<file path="src/rtl/mandelbrot_dispatch.sv">
// rtl/mandelbrot_dispatch.sv - frame controller feeding coordinates to round-robin Mandelbrot engines
module mandelbrot_dispatch #(
    parameter int NE  = 4,
    parameter int AW  = 12,
    parameter int FPW = 27,
    parameter int FCW = 16
) (
    input  logic             clk,
    input  logic             clk_en,
    input  logic             rst,
    input  logic             start,
    output logic             busy,
    output logic             frame_done,
    output logic [FCW-1:0]   frame_cnt,
    output logic             err,
    output logic             coord_init,
    input  logic             coord_done,
    input  logic             coord_vld,
    output logic             coord_rdy,
    input  logic [FPW-1:0]   coord_x,
    input  logic [FPW-1:0]   coord_y,
    input  logic [AW-1:0]    coord_adr,
    output logic [NE-1:0]    eng_start,
    output logic [FPW-1:0]   eng_x,
    output logic [FPW-1:0]   eng_y,
    output logic [AW-1:0]    eng_adr,
    input  logic [NE-1:0]    eng_done
);

    // Pointer width; a single engine still gets a one-bit pointer that stays at 0.
    localparam int PW  = (NE > 1) ? $clog2(NE) : 1;
    localparam int PW1 = PW + 1;
    localparam logic [PW1-1:0] NE_W   = PW1'(NE);
    localparam logic [PW1-1:0] LAST_W = PW1'(NE - 1);

    localparam logic [2:0] S_IDLE  = 3'd0;
    localparam logic [2:0] S_INIT  = 3'd1;
    localparam logic [2:0] S_RUN   = 3'd2;
    localparam logic [2:0] S_DRAIN = 3'd3;
    localparam logic [2:0] S_DONE  = 3'd4;

    logic [2:0]     state;
    logic           first_run;
    logic [NE-1:0]  pend;
    logic [PW-1:0]  ptr;

    logic [PW1-1:0] cand_w;
    logic [PW-1:0]  cand;
    logic [PW-1:0]  sel_idx;
    logic           sel_ok;
    logic [NE-1:0]  sel_oh;
    logic [PW-1:0]  ptr_next;
    logic           accept;
    logic [NE-1:0]  done_bad;

    assign busy      = (state != S_IDLE);
    assign coord_rdy = (state == S_RUN) && !(&pend);
    assign accept    = coord_vld && coord_rdy && sel_ok;
    assign done_bad  = eng_done & ~pend;
    assign sel_oh    = NE'(1) << sel_idx;

    // Round-robin search: first free engine starting at ptr, wrapping at NE.
    always_comb begin
        sel_ok  = 1'b0;
        sel_idx = '0;
        cand_w  = '0;
        cand    = '0;
        for (int k = 0; k < NE; k++) begin
            cand_w = {1'b0, ptr} + PW1'(k);
            if (cand_w >= NE_W) begin
                cand_w = cand_w - NE_W;
            end
            cand = cand_w[PW-1:0];
            if (!sel_ok && !pend[cand]) begin
                sel_ok  = 1'b1;
                sel_idx = cand;
            end
        end
    end

    // Pointer advances past the chosen engine, wrapping explicitly for non-power-of-2 NE.
    always_comb begin
        ptr_next = '0;
        if ({1'b0, sel_idx} != LAST_W) begin
            ptr_next = sel_idx + 1'b1;
        end
    end

    // Frame sequencing: init pulse, streaming, drain until engines idle, completion pulse.
    always_ff @(posedge clk) begin
        if (rst) begin
            state      <= S_IDLE;
            first_run  <= 1'b0;
            coord_init <= 1'b0;
            frame_done <= 1'b0;
            frame_cnt  <= '0;
        end else if (clk_en) begin
            coord_init <= 1'b0;
            frame_done <= 1'b0;
            first_run  <= 1'b0;
            case (state)
                S_IDLE: begin
                    if (start) begin
                        state      <= S_INIT;
                        coord_init <= 1'b1;
                    end
                end
                S_INIT: begin
                    state     <= S_RUN;
                    first_run <= 1'b1;
                end
                S_RUN: begin
                    // coord_done may still be stale from the previous frame in the first RUN cycle.
                    if (!first_run && coord_done && !coord_vld) begin
                        state <= S_DRAIN;
                    end
                end
                S_DRAIN: begin
                    if (pend == '0) begin
                        state      <= S_DONE;
                        frame_done <= 1'b1;
                        frame_cnt  <= frame_cnt + 1'b1;
                    end
                end
                S_DONE: begin
                    state <= S_IDLE;
                end
                default: begin
                    state <= S_IDLE;
                end
            endcase
        end
    end

    // Dispatch: register the accepted point onto the shared bus and pulse the chosen engine.
    always_ff @(posedge clk) begin
        if (rst) begin
            eng_start <= '0;
            eng_x     <= '0;
            eng_y     <= '0;
            eng_adr   <= '0;
            ptr       <= '0;
        end else if (clk_en) begin
            eng_start <= accept ? sel_oh : '0;
            if (accept) begin
                eng_x   <= coord_x;
                eng_y   <= coord_y;
                eng_adr <= coord_adr;
                ptr     <= ptr_next;
            end
        end
    end

    // Pending tracking: completions clear, dispatch sets; a completion for an idle engine is an error.
    always_ff @(posedge clk) begin
        if (rst) begin
            pend <= '0;
            err  <= 1'b0;
        end else if (clk_en) begin
            pend <= (pend & ~eng_done) | (accept ? sel_oh : '0);
            if (|done_bad) begin
                err <= 1'b1;
            end
        end
    end

endmodule

</file>
<file path="config.mk">
export PLATFORM = sky130hd
export DESIGN_NAME = mandelbrot_dispatch
export DESIGN_NICKNAME = d
export VERILOG_FILES = /design/src/rtl/mandelbrot_dispatch.sv
export SDC_FILE = /design/constraint.sdc
export NUM_CORES = 1
export LEC_CHECK = 0
export ABC_AREA = 1
export ABC_CLOCK_PERIOD_IN_PS = 1900
export CAP_MARGIN = 20
export CORE_UTILIZATION = 53
export CTS_BUF_LIST = sky130_fd_sc_hd__clkbuf_16
export DETAILED_ROUTE_END_ITERATION = 7
export DONT_BUFFER_PORTS = 1
export PLACE_DENSITY_LB_ADDON = 0.3
export SYNTH_ARGS = -nofsm -noshare
export SYNTH_HDL_FRONTEND = slang
export SYNTH_SLANG_ARGS = --single-unit
</file>
<file path="constraint.sdc">
create_clock -name clk -period 1.9 [get_ports clk]
set_input_delay 0.095 -clock clk [delete_from_list [all_inputs] [get_ports clk]]
set_output_delay 0.095 -clock clk [all_outputs]
set_load 0.1 [all_outputs]
</file>
Yosys cells after proc, flatten, opt, wreduce, memory -nomap -nowiden
Cells that the tools add are included.
Operators by class
  add/subtract/negate cells: 9
  shift-type cells: 1
  bitwise logic cells: 5
  $lt $le $gt $ge: 8
  eq/ne operators: 7
  reduce and logical (&&, ||, !) cells: 25
  multiplexer cells: 31
Operators with widths (number)
  2-bit two-way mux: 9
  16-bit by 1-bit adder with 16-bit output, second input constant: 1
  1-bit two-way mux: 13
  2-bit by 3-bit less-than comparator with 1-bit output, second input constant: 4
  3-bit one-hot mux with 4 select lines: 1
  3-bit >= comparator, second input constant: 3
  3-bit two-way mux: 3
  4-bit AND: 2
  1-bit binary-select mux with 2-bit select: 4
  1-bit logical AND: 8
  1-bit logical NOT: 8
  4-bit NOT: 2
  4-bit AND reduction: 2
  2-bit by 1-bit subtractor with 2-bit output, second input constant: 4
  2-bit by 2-bit adder with 3-bit output, second input constant: 2
  3-bit by 2-bit == test with 1-bit output, second input constant: 2
  2-bit != test, second input constant: 3
  4-bit logical NOT: 1
  4-bit two-way mux: 1
  4-bit OR: 1
  2-bit AND reduction: 2
  4-bit OR reduction: 1
  1-bit by 2-bit left shift with 4-bit output, first input constant: 1
  2-bit by 1-bit adder with 3-bit output, second input constant: 1
  other kinds (7): 7
Storage, ports and cells
  output and inout port bits: 91
  input bits: 76
  flip-flop bits (word level): 99
  logic and storage cells: 98

Depth between registers and ports, before layout
  word-level depth: 17
  gate-level depth with buffers: 13
  gate-level depth less buffers: 13

Least setup slack after synthesis
No wires, ideal clock.
  path type: register -> register
  start point: reg frame_cnt[0]
  end point: reg frame_cnt[14]
  arrival: 1990 ps
  slack: -222 ps
  path buffers: 0
  data required time: 1768 ps
  stages on the path, launching flop included: 9
  path through: dfxtp_1 ha_1 inv_1 nor3_1 nand3_1 nand2_1 nand2_1 nand2_1 a21oi_1
Between the ends
  word-level cells in the longest chain between the ends: 1
Ends and longest elaborated chain
  from (decl): RTL line 14  | output logic [FCW-1:0] frame_cnt,
  from (signal assigned): RTL line 122  | frame_cnt <= frame_cnt + 1'b1;
  16-bit by 1-bit adder with 16-bit output: RTL line 122
Every way passes these cells.
A chain may end at the register's enable or synchronous reset.

Final worst setup path
  start point: reg ptr[0]
  end point: reg eng_start[0]
Between the ends
  word-level cells in the longest chain between the ends: 16
  elaborated cells on any way between the ends: 42
  classes of those cells: add/sub: 7; order compare: 4; shift: 1; mux: 21; reduce/logical: 9
Ends and longest elaborated chain
  from (decl): RTL line 45  | logic [PW-1:0] ptr;
  from (signal assigned): RTL line 149  | ptr <= ptr_next;
  2-bit by 1-bit adder with 3-bit output: RTL line 69  | cand_w = {1'b0, ptr} + PW1'(k);
  3-bit >= comparator / 2-bit by 1-bit subtractor with 2-bit output (equally long branches): RTL line 70, 71
  2-bit two-way mux: RTL line 70  | if (cand_w >= NE_W) begin
  1-bit binary-select mux with 2-bit select: RTL line 74  | if (!sel_ok && !pend[cand]) begin
  1-bit two-way mux (implied by the code): RTL line 74
  1-bit logical NOT: RTL line 74
  1-bit logical AND: RTL line 74
  1-bit two-way mux: RTL line 74
  1-bit logical NOT: RTL line 74
  1-bit logical AND: RTL line 74
  1-bit two-way mux: RTL line 74
  1-bit logical NOT: RTL line 74
  1-bit logical AND: RTL line 74
  2-bit two-way mux / 1-bit two-way mux (equally long branches): RTL line 74
  1-bit by 2-bit left shift with 4-bit output / 1-bit logical AND (equally long branches): RTL line 60, 58
  4-bit two-way mux *: RTL line 144  | eng_start <= accept ? sel_oh : '0;
  to (signal assigned): RTL line 144
  to (decl): RTL line 23  | output logic [NE-1:0] eng_start,
Every way passes the cells marked *; elsewhere a longest branch is shown, timed or not. The select of a mux whose other input is x is not followed.

==> run metrics <==
PortBufs=0; Hold WS=0.0294 ns; failing checks=setup timing; Startpoint Class=register; final worst setup slack=-0.0795 ns; CP Data Required Time=2.16 ns; MaxCap Viol Count=0; GR Overflow Total=0; Final Cell Area=6210 sq um; commonest non-fill, non-tap cells in the layout=nand2_1 (220), buf_4 (101), a21oi_1 (94), dfxtp_1 (86), dlygate4sd3_1 (75); met2 usage in global routing=56.7%; Max-slew headroom=70.8%; CP Launch Point=ptr[0]; leakage power=2.56 nW; PwrDens=770 nW/um^2; Final Non-Filler Cells=855; met3 Track Usage GR=9.68%; 1st-iter DRT viols=294; #FFs+latches synth=99; Worst-path clk slew=0.07 ns; Ports=167; Via density=5.40; Crit Path Class=reg -> reg; count of final hold-check violations=0; Area Growth Syn to Fin=48.5%; layout cells sized above 1=24.6%; Ant. Diodes=0; clock skew=0.0141 ns; Synth Flop Type=dfxtp_1; largest net degree at the start of global routing=86; post-DP HPWL=7120 um; Die W=90.9 um; hold path startpoint=rst; HP Class=in -> reg; multi-input logic area=2040 sq um; TritonCTS Buffers=9; crit path max fanout=6; YS warnings=0; Distinct cells, synth=25; first-pass GRT wire length=20,600 um; worst slew pin tran=0.434 ns; dpl cells=757; grt met1 use=33.0%; most common cell after layout, fill and taps aside=nand2_1; EDFF count, synth=0; cell count after synthesis=583; mapped cell area=4180 sq um; antenna violations before repair=0; die outline height=90.9 um; Avg Cell Area, Syn=7.18 sq um; via count=4,615; Syn Nets=664; Initial Utilization=54.4%; DIE AREA=8250 sq um; RSZ-0062 raised after global routing=true; Final GP Congestion=0.841; min Tclk post-route=1.98 ns; fillers=475; wirelength, routed=13,300 um; max-slew violations=0; Arrival @ worst endpoint=2.24 ns; NumNets Final=829; Peak supply drop=544 uV; Core Rows=32; ys async rst share=0%; clk buf depth=2; status=complete, but fails checks; CP Capture Type=register; vias in the first global route=4,578; storage element area=2000 sq um; Overall Global Routing Usage=31.1%; post-synthesis sequential area ratio=47.4%; Root Driver=clkbuf_16; Setup Viol. Count Final=5; wire length per cell=15.5 um; core area=7690 sq um; Worst-Skew Late Latency=0.34 ns; DRC violations left=0; H-tree depth=3; setup TNS=-0.265 ns; Placed Instance Area=4940 sq um; drt first pass iters=5; gr busiest metal=met2; period utilization=104%; Worst R2R Start=ptr[0]; clk sinks=99; Max Clk Rate=0.505 GHz; CTS tree=built; antenna viol nets, final=0
final cells by class:
cell class | count | share of cell area, %
Clock buffer | 9 | 3.63
Clock inverter | 7 | 1.09
Inverter | 29 | 1.95
Multi-Input combinational cell | 426 | 32.9
Sequential cell | 99 | 32.2
Tap cell | 102 | 2.05
Timing Repair Buffer | 183 | 26.2
where the power goes:
part	leakage, nW	internal, mW	switching, mW
combinational	1.61	0.258	0.593
sequential	0.807	2.12	0.0256
clock	0.146	0.926	0.857
what timing repair did:
item                       4_1_cts  5_1_grt
resized for setup                8       43
setup endpoints to repair        1       13
buffers inserted                 0        6
pin swaps                        2       12
hold buffers                    76        0
hold endpoints to repair        94        0
path summary, 6_finish.rpt:
check                                     to  slack [ns]  cells past startpoint
worst min register to register     eng_y[19]        0.47                      2
worst min-delay path                  ptr[1]        0.03                      3
worst max-delay path            eng_start[0]       -0.08                     11
worst max register to register  eng_start[0]       -0.08                     11
registers in the layout, indices dropped and copies added (netlist names):
signal,flops
eng_x,27
eng_y,27
frame_cnt,16
eng_adr,12
eng_start,4
pend,4
state,3
ptr,2
coord_init,1
err,1
first_run,1
frame_done,1
cell usage after synthesis (6+ instances only):
| cell type | number | share of area [%] |
|---|---|---|
| clkbuf_1 | 15 | 1.3 |
| inv_2 | 8 | 0.72 |
| nor2_1 | 23 | 2.1 |
| buf_4 | 10 | 1.8 |
| o21ai_0 | 14 | 1.7 |
| nand2_1 | 235 | 21 |
| inv_1 | 21 | 1.9 |
| a21oi_1 | 96 | 11 |
| nand3_1 | 17 | 2.0 |
| dfxtp_1 | 99 | 47 |
| nand4_1 | 6 | 0.90 |
routing by layer:
metal	vias up	routed length, um
met5	-	0
met4	0	390
met3	50	1040
met2	245	6770
met1	2121	5090
li1	2199	-
through the flow:
step / setup slack, ns / power, mW / utilization (%)
final: -0.0795 / 4.78 / 80.8
after global routing: -0.151 / 4.94 / 80.8
after CTS: 0.00974 / 4.75 / 78.5
after detailed placement: -0.0691 / 2.83 / 64.3
after global placement: 0.0659 / 2.82 / 64.3
after floorplan: 0.0263 / 2.74 / -
logic make-up (layout without fill, tap and decap cells):
kind of cell / Yosys count / count (layout) / synth area share (%)
compound gates: 119 / 119 / 14.7
simple gates: 292 / 292 / 27.9
buf+inv: 58 / 228 / 6.37
flops: 99 / 99 / 47.4
xor+xnor: 10 / 10 / 2.09
fa+ha+maj: 5 / 5 / 1.50
worst max-delay path, cell delays in order, from the launching register on:
cell and delay (ns):
dfxtp_4 0.41, buf_6 0.14, nand2_1 0.08, nand2_2 0.09, nand2_2 0.07, nand2_2 0.09
nand4_1 0.24, buf_4 0.24, o21ai_4 0.15, ha_2 0.20, nand2_2 0.07, a21oi_2 0.13
Note: power is estimated with default switching activity, not from simulation.
